<file path="config.mk">
export PLATFORM = sky130hd
export DESIGN_NAME = tawas_raccoon_target
export DESIGN_NICKNAME = d
export VERILOG_FILES = /design/src/rtl/tawas_raccoon_target.sv
export SDC_FILE = /design/constraint.sdc
export NUM_CORES = 1
export LEC_CHECK = 0
export ABC_AREA = 1
export ABC_CLOCK_PERIOD_IN_PS = 1800
export CORE_MARGIN = 2
export CORE_UTILIZATION = 30
export DETAILED_ROUTE_END_ITERATION = 8
export PLACE_DENSITY = 0.63
export SLEW_MARGIN = 10
export SYNTH_ARGS = -nofsm -noshare
export SYNTH_HDL_FRONTEND = slang
export SYNTH_SLANG_ARGS = --single-unit
</file>
<file path="constraint.sdc">
create_clock -name CLK -period 1.8 [get_ports CLK]
set_input_delay 0.18 -clock CLK [delete_from_list [all_inputs] [get_ports CLK]]
set_output_delay 0.18 -clock CLK [all_outputs]
set_load 0.02 [all_outputs]
</file>
<file path="src/rtl/tawas_raccoon_target.sv">
// tawas_raccoon_target: Raccoon ring target that claims windowed requests and inserts responses
module tawas_raccoon_target #(
    parameter logic [31:0] ADDR_BASE = 32'h0000_0000,
    parameter logic [31:0] ADDR_MASK = 32'hFFFF_0000
) (
    input  logic        CLK,
    input  logic        RST,
    input  logic [78:0] RaccIn,
    output logic [78:0] RaccOut,
    output logic        MEM_REQ,
    output logic        MEM_WR,
    output logic [31:0] MEM_ADDR,
    output logic [3:0]  MEM_MASK,
    output logic [31:0] MEM_WDATA,
    input  logic        MEM_ACK,
    input  logic [31:0] MEM_RDATA
);
    typedef enum logic [1:0] {IDLE, ACCESS, RESP} state_t;
    state_t state, state_next;
    logic [78:0] racc_in, out_next;
    logic [7:0] id_q;
    logic [31:0] rdata_q;
    logic hit, capture, done;
    assign hit = racc_in[78] && !racc_in[76] &&
                 ((racc_in[31:0] & ADDR_MASK) == (ADDR_BASE & ADDR_MASK));
    always_comb begin
        state_next = state;
        out_next = racc_in[78] ? racc_in : '0;
        capture = 1'b0;
        done = 1'b0;
        case (state)
            IDLE: if (hit) begin
                capture = 1'b1;
                out_next = '0;
                state_next = ACCESS;
            end
            ACCESS: if (MEM_REQ && MEM_ACK) begin
                done = 1'b1;
                state_next = RESP;
            end
            RESP: if (!racc_in[78]) begin
                // Ring traffic has priority; insert only into an empty slot
                out_next = {1'b1, MEM_WR, 1'b1, id_q, MEM_MASK, rdata_q, MEM_ADDR};
                state_next = IDLE;
            end
            default: state_next = IDLE;
        endcase
    end
    always_ff @(posedge CLK) begin
        if (!RST) begin
            state <= IDLE;
            racc_in <= '0;
            RaccOut <= '0;
            MEM_REQ <= 1'b0;
            MEM_WR <= 1'b0;
            MEM_ADDR <= '0;
            MEM_MASK <= '0;
            MEM_WDATA <= '0;
            id_q <= '0;
            rdata_q <= '0;
        end else begin
            state <= state_next;
            racc_in <= RaccIn;
            RaccOut <= out_next;
            if (capture) begin
                MEM_REQ <= 1'b1;
                MEM_WR <= racc_in[77];
                id_q <= racc_in[75:68];
                MEM_MASK <= racc_in[67:64];
                MEM_WDATA <= racc_in[63:32];
                MEM_ADDR <= racc_in[31:0];
            end
            if (done) begin
                MEM_REQ <= 1'b0;
                rdata_q <= MEM_RDATA;
            end
        end
    end
endmodule

</file>
Yosys cells after proc, flatten, opt, wreduce, memory -nomap -nowiden
Index checks and enable logic that the tools add are counted.

operators by class
  order comparisons = 0
  $mul = 0
  bitwise logic cells = 1
  shift-type cells = 0
  equal/unequal tests = 5
  muxes and demuxes = 12
  add/subtract/negate cells = 0
  reductions and logical operators = 8
  div/mod/pow operators = 0

operators with widths
  cell                number
  $mux 79             3
  $pmux 79 s2         1
  $logic_not 32->1    1
  $mux 2              3
  $ne 2x2->1 const B  3
  $pmux 2 s3          1
  $mux 1              4
  $logic_and 1x1->1   3
  $reduce_and 3->1    1
  $eq 2x1->1 const B  1
  $eq 2x2->1 const B  1
  $logic_not 2->1     1
  $reduce_or 2->1     1
  $logic_not 1->1     1
  $not 1->1           1

storage, ports and cells
  memories kept = 0
  latch bits = 0
  register bits after elaboration = 270
  input bits = 114
  memory bits (read-only) = 0
  logic and storage cells = 36
  bits in writable memories = 0
  output and inout bits = 149

Logic depth before layout (Yosys ltp)
Gate-level depths: netlist of the first run.

  depth in word-level cells = 5
  mapped depth = 11
  mapped depth without buffers = 9

Worst setup path before layout of the first run
OpenSTA, ideal clock, no wires.

  kind = register to register
  from = register racc_in[78]
  to = register RaccOut[65]
  stages on the path, launching flop included = 12
  arrival time = 1308 ps
  clock period less this slack = 1426 ps
  required time = 1681 ps
  library setup time = 119 ps
  setup slack = 374 ps
  buffers on the path = 2
  cell sequence = dfxtp_1 buf_4 inv_4 nor2_4 nand2_1 nor2_2 nand3_2 nand2_2 nand2_4 nand2_8 buf_6 nor2_2

on the way
  cells in the longest elaborated chain, start to end = 4
  elaborated cells between the ends (all ways) = 6
  those cells by class = mux: 4; reduce/logical: 2

RTL lines
  what                            line  source
  start, declared                 20    logic [78:0] racc_in, out_next;
  start signal, assigned          63    racc_in <= RaccIn;
  $logic_and 1x1->1 (2 in a row)  24    assign hit = racc_in[78] && !racc_in[76] &&
  $mux 79                         32    IDLE: if (hit) begin
  $pmux 79 s2 (*)                 31    case (state)
  end signal, assigned            64    RaccOut <= out_next;
  end, declared                   9     output logic [78:0] RaccOut,

Every way passes the cells marked *; elsewhere a longest branch is shown, timed or not.
A chain may end at the register's enable or synchronous reset.

Worst setup path after layout of the first run
  from = register MEM_ADDR[0]
  to = output MEM_ADDR[0]

RTL lines
  what                    line  source
  start, declared         12    output logic [31:0] MEM_ADDR,
  start signal, assigned  71    MEM_ADDR <= racc_in[31:0];

No word-level cell between the ends.

==> results of run 1 <==
[report_power, final]
| part | total [mW] | internal, mW | switching [mW] | leakage [nW] |
|---|---|---|---|---|
| sequential | 6.17 | 6.10 | 0.0703 | 2.20 |
| combinational | 0.821 | 0.398 | 0.423 | 2.73 |
| clock | 6.23 | 3.88 | 2.36 | 0.501 |
| total | 13.2 | 10.4 | 2.85 | 5.43 |
[layer usage]
metal / vias to the layer above / track usage
met5: - / 0
met4: 2 / 0.0545
met3: 54 / 0.0382
met2: 301 / 0.295
met1: 3745 / 0.216
li1: 4098 / -
[worst min-delay path, delay by kind of cell]
| kind | cells | cell delay, ps |
|---|---|---|
| buffers and inverters | 2 | 420 |
| and+or+nand+nor | 1 | 60 |
[registers in the layout, summed over array words and instances, names as in the netlist]
name	flops
state	2
MEM_REQ	1
racc_in	79
MEM_WR	1
MEM_ADDR	32
RaccOut	79
MEM_MASK	4
rdata_q	32
MEM_WDATA	32
id_q	8
[repair_timing]
item / in CTS / in global routing
resized for setup: 1 / 0
hold buffers: 0 / 0
endpoints found under the setup margin: 1 / 0
[worst max path at each step]
stage                         to  slack [ps]  cells past startpoint
finish               MEM_ADDR[0]          70                      1
floorplan            RaccOut[65]         370                     11
global route        MEM_ADDR[15]          20                      1
detailed placement   RaccOut[48]         170                      8
CTS                  MEM_ADDR[0]          40                      1
global placement     RaccOut[58]         190                      8
[kinds of logic after synthesis]
kind of cell,synth area share
muxes,0.00855
and+or+nand+nor,0.213
AOI/OAI and AO/OA,0.113
buffers and inverters,0.0890
DFF,0.577
[Yosys cell counts, types with 2 or more instances]
cell	instances
nor2_2	13
inv_2	2
nand2_2	2
buf_2	22
nor2_4	2
nand3_2	2
a21oi_1	76
nand4_1	61
o21ai_0	130
clkbuf_1	44
buf_6	7
inv_1	106
mux2i_1	8
nor3_1	16
nor2_1	126
nand2_1	231
buf_4	9
dfxtp_1	270
[final cells by class]
cell class | instances | area, µm² | area share
inverter | 109 | 413 | 0.0308
clock buffer | 43 | 868 | 0.0647
multi-input combinational | 674 | 3140 | 0.234
clock inverter | 8 | 144 | 0.0107
timing repair buffer | 288 | 2940 | 0.219
sequential | 270 | 5410 | 0.403
antenna | 2 | 5.00 | 0.000373
tap | 396 | 495 | 0.0369
[per-stage QoR]
step	std cells	total power, mW
2_1_floorplan	1135	6.66
3_3_place_gp	1737	7.13
3_5_place_dp	1737	7.13
4_1_cts	1788	13.4
5_1_grt	1789	13.7
6_report	1790	13.2
==> impl_results.md, run 1 <==
* Post-DP HPWL at 19500 µm
* # H-tree levels at 1
* Period utilization at 0.963
* Post CTS Setup Buffer Count at 0
* Cell Chain, Critical Path: clkdlybuf4s50_1
* Largest net degree at the start of global routing at 118
* Most common cell after layout, fill and taps aside: dfxtp_1
* Kind of cell adding the most delay to the critical path: buffers and inverters
* Max-slew violation count at 0
* Reg2reg setup slack at 190 ps
* I/O Pins at 263
* Setup WS pre-CTS at 171 ps
* Core area at 30700 µm²
* Gr ovfl total at 0
* Cells after synthesis at 1135
* Startpoint class of the critical path: flop
* CP max stage delay at 660 ps
* Status: completed
* Final Hold Slack at 165 ps
* Crit path from: MEM_ADDR[0]
* Layout area overhead at 43.2%
* Placed Area at 12400 µm²
* Fin util at 0.437
* Sequential share of the synthesized area at 0.577
* Netlist cell types at 26
* Worst-path clk slew at 60 ps
* CP max stage cell: clkdlybuf4s50_1
* Initial antenna violation count at 3
* Clk buf depth at 3
* ANT nets after route at 0
* Synth Net Count at 1249
* Crit path time final at 1730 ps
* Crit path buf inv count at 1
* Clk_lat worst skew at 550 ps
* Worst EP arrival at 1550 ps
* Crit path required time at 1620 ps
* Routed via count at 8200
* Total track usage at 0.173
* Peak supply drop at 0.659 mV
* Met3 WL at 2130 µm
* Post-synth top area share at 0.577
* CTS tree: yes
* Height of the chip at 181 µm
* Synthesized area per cell at 8.25 µm²
* DIE AREA at 32600 µm²
* Leak at 5.43 nW
* Met2 WL at 14000 µm
* Final instance area at 13400 µm²
* Critical path type: reg -> out
* Drt drc at 0
* Hold Crit Endpoint: racc_in[44]
* Placer Congestion at 0.837
* Std cell rows at 64
* # clock sinks at 270
* Chip Width at 181 µm
* Post-synth ARST share at 0
* Hold_sp: RaccIn[44]
* Commonest non-fill, non-tap cells in the layout: dfxtp_1, clkdlybuf4s50_1, nand2_1
* Total Routed Length at 29200 µm
* Worst-Margin Slew at 549 ps
* Hold crit path type: in -> reg
* Highest achievable clock rate at 577 MHz
* Fill cell count at 2994
* CTS Root Cell: clkbuf_16
* Max-cap violations at 0
* Top Metal Used: met5
* Worst r2r dst: RaccOut[63]
* Highest net fanout along the worst path at 3
* Worst R2R Start: racc_in[78]
* EDFF count, synth at 0
* Layout cell share with drive strength beyond 1 at 0.0726
* Fin Clk Skew at 19.2 ps
* Initial core utilization at 0.305
* Critical path capture point type: output pin
* Hold Path Depth at 3
* RSZ-0062 raised after global routing: no
* Nets at 1486
* Synth Flop Type: dfxtp_1
* Met1 Routed Length at 12300 µm
* Rel. slew slack at 0.634
* Setup slack after layout at 67.3 ps
* Cell count of the worst reg-to-reg path at 8
* Final setup violation count at 0
* Vias in the first global route at 7977
* Vias per cell at 4.58
* Cell Area, Synth at 9370 µm²
* Yosys warnings at 0
* Synth area leader: dfxtp_1
* Cell Pwr Density at 986 nW/µm²
* TritonRoute pass-1 iters at 5
* IO buf count at 262
* Hold Fails Final Rpt at 0
* Starting DRC count in detailed routing at 444
* Setup TNS at 0 ps
* TritonCTS Buffers at 29
* FF+latch count, synth at 270
* DR WL/cell at 16.3 µm
* Top cells by area, synth: dfxtp_1, nand2_1, o21ai_0
* First-pass GRT wire length at 44800 µm
(Power assumes the default switching activity.)
==> inputs of run 2 (changes only) <==
- CORE_UTILIZATION: 30 -> 48
- PLACE_DENSITY: 0.63 -> 0.89
==> run 2 against run 1 <==
Compared with the run above: clock skew is 8.3 ps lower; fmax is 1.0% lower; worst hold slack better by 27 ps; first-iteration DRC count is 8.3% higher; core utilization is 24 points higher; non-clock buffer count is 7 higher; cell area is 1.8% lower; clock power is 7.1% lower; worst setup slack worse by 17 ps; register-to-register slack worse by 30 ps; via count is 4.9% higher; critical path depth stayed put; critical path type unchanged.
==> impl_results.md, run 2 (synthesized netlist as in run 1, its figures left out) <==
* Total track usage at 0.258 (+0.0854)
* Drt drc at 0 (unchanged)
* Crit path buf inv count at 1 (unchanged)
* Reg2reg setup slack at 160 ps (-30 ps)
* Worst path depth at 1 (unchanged)
* Peak supply drop at 0.731 mV (+11%)
* Period utilization at 0.972 (+0.00968)
* Cell Pwr Density at 971 nW/µm² (-1.6%)
* Vias per cell at 5.18 (+13%)
* CP max stage cell: clkdlybuf4s50_1
* Fin util at 0.681 (+0.244)
* # H-tree levels at 1 (unchanged)
* Core area at 19300 µm² (-37%)
* Net switching fraction of the power at 0.212 (-0.00330)
* Starting DRC count in detailed routing at 481 (+8.3%)
* First-pass GRT wire length at 42400 µm (-5.4%)
* Height of the chip at 144 µm (-20%)
* Largest regs: RaccOut: 79 flops, racc_in: 79 flops
* Antenna diodes at 0 (-2)
* CTS tree: yes
* Cell count of the worst reg-to-reg path at 6 (-2)
* Clk_lat worst skew at 520 ps (-30 ps)
* CTS Root Cell: clkbuf_16
* RSZ-0062 raised after global routing: no
* Fin Clk Skew at 10.8 ps (-8.33 ps)
* Worst-path clk slew at 60 ps (about the same)
* Initial antenna violation count at 1 (-2)
* Highest net fanout along the worst path at 4 (+1)
* Post CTS Setup Buffer Count at 0 (unchanged)
* Post-Layout Cell Count at 1661 (-7.2%)
* Initial core utilization at 0.484 (+0.179)
* Sw power at 2.71 mW (-4.8%)
* Placer Congestion at 0.887 (+5.9%)
* # clock sinks at 270 (unchanged)
* IO buf count at 262 (unchanged)
* Hold Fails Final Rpt at 0 (unchanged)
* Routed via count at 8600 (+4.9%)
* Final setup violation count at 0 (unchanged)
* Leak at 5.39 nW (-0.68%)
* Chip Width at 144 µm (-20%)
* DIE AREA at 20600 µm² (-37%)
* Final Hold Slack at 192 ps (+26.9 ps)
* Worst EP arrival at 1570 ps (+20 ps)
* Status: completed
* Internal power at 10.1 mW (-3.0%)
* I/O Pins at 263 (unchanged)
* CP max stage delay at 670 ps (about the same)
* Rel. slew slack at 0.555 (-0.0790)
* Vias in the first global route at 8552 (+7.2%)
* TritonRoute pass-1 iters at 5 (unchanged)
* Setup TNS at 0 ps (unchanged)
* Startpoint class of the critical path: flop
* Max-slew violation count at 0 (unchanged)
* Critical path capture point type: output pin
* Hold crit path type: in -> reg
* Largest net degree at the start of global routing at 73 (-38%)
* Commonest non-fill, non-tap cells in the layout: dfxtp_1, clkdlybuf4s50_1, nand2_1
* Crit path required time at 1620 ps (about the same)
* Std cell rows at 51 (-20%)
* Nets at 1491 (+0.34%)
* Total Routed Length at 27500 µm (-5.8%)
* Layout cell share with drive strength beyond 1 at 0.0738 (+0.00122)
* Clock power share at 0.453 (-0.018)
* Crit path time final at 1750 ps (+17.4 ps)
* Most common cell after layout, fill and taps aside: dfxtp_1
* Gr ovfl total at 0 (unchanged)
* Sequential share of power at 0.483 (+0.016)
* Hold Path Depth at 3 (unchanged)
* Clk buf depth at 3 (unchanged)
* Max-cap violations at 0 (unchanged)
* Critical path type: reg -> out
* Cell Chain, Critical Path: clkdlybuf4s50_1
* Inst Count DP at 1612 (-7.2%)
* Post-CTS sizing at 0 (-1)
* Post-DP HPWL at 18400 µm (-5.7%)
* Highest achievable clock rate at 571 MHz (-1.0%)
* DR WL/cell at 16.6 µm (+1.5%)
* Comb pwr share at 0.064 (+0.002)
* Layout area overhead at 40.6%
* Worst-Margin Slew at 667 ps (+119 ps)
* ANT nets after route at 0 (unchanged)
* TritonCTS Buffers at 27 (-6.9%)
* Kind of cell adding the most delay to the critical path: buffers and inverters
## run 2: cell count changes in the layout (fill, tap and decap cells not counted), moves of 2 or more
cell,change
buf_4,+10
diode_2,-2
clkbuf_16,-2
buf_12,-4
clkbuf_8,-3
## run 2: layer usage
metal / GRT usage / vias up / part of all wire
met1: 0.301 / 3964 / 0.38
li1: - / 4105 / -
met5: 0 / - / 0.00047
met4: 0.114 / 2 / 0.039
met3: 0.0566 / 95 / 0.084
met2: 0.454 / 434 / 0.49
## run 2: power groups by stage
stage	Combinational [mW]	Sequential [mW]	Clock, mW
floorplan	0.342	6.32	0
global placement	0.795	6.30	0
detailed placement	0.809	6.30	0
CTS	0.818	6.17	5.86
global route	0.891	6.18	6.13
finish	0.819	6.17	5.79
## run 2: final cells by class
| type | instances | area (µm²) |
|---|---|---|
| Fill cell | 1455 | 6160 |
| Sequential cell | 270 | 5410 |
| Multi-Input combinational cell | 674 | 3140 |
| Timing Repair Buffer | 295 | 2950 |
| Clock buffer | 39 | 781 |
| Inverter | 109 | 413 |
| Tap cell | 265 | 332 |
| Clock inverter | 9 | 151 |
## run 2: worst paths after layout
path / startpoint / to
setup / recovery: MEM_REQ / MEM_REQ
hold / removal: RaccIn[63] / racc_in[63]
hold reg to reg: rdata_q[31] / rdata_q[31]
setup reg to reg: state[0] / MEM_ADDR[13]
## run 2: tightest hold or removal path, stage by stage
cell	delay, ps
clkdlybuf4s50_1	390
nand2_1	60
inv_1	30
## run 2: through the flow
stage | instance area (µm²) | setup slack, ps | total power [mW]
final | 13200 | 49.9 | 12.8
after floorplan | 9370 | 374 | 6.66
after detailed placement | 12200 | 166 | 7.11
after global placement | 12200 | 254 | 7.09
after global routing | 13200 | 13.7 | 13.2
after CTS | 13200 | 40.6 | 12.8
## run 2: what timing repair did
action,CTS,global route
setup endpoints to repair,0,0
hold buffers,1,0
hold endpoints to repair,3,0
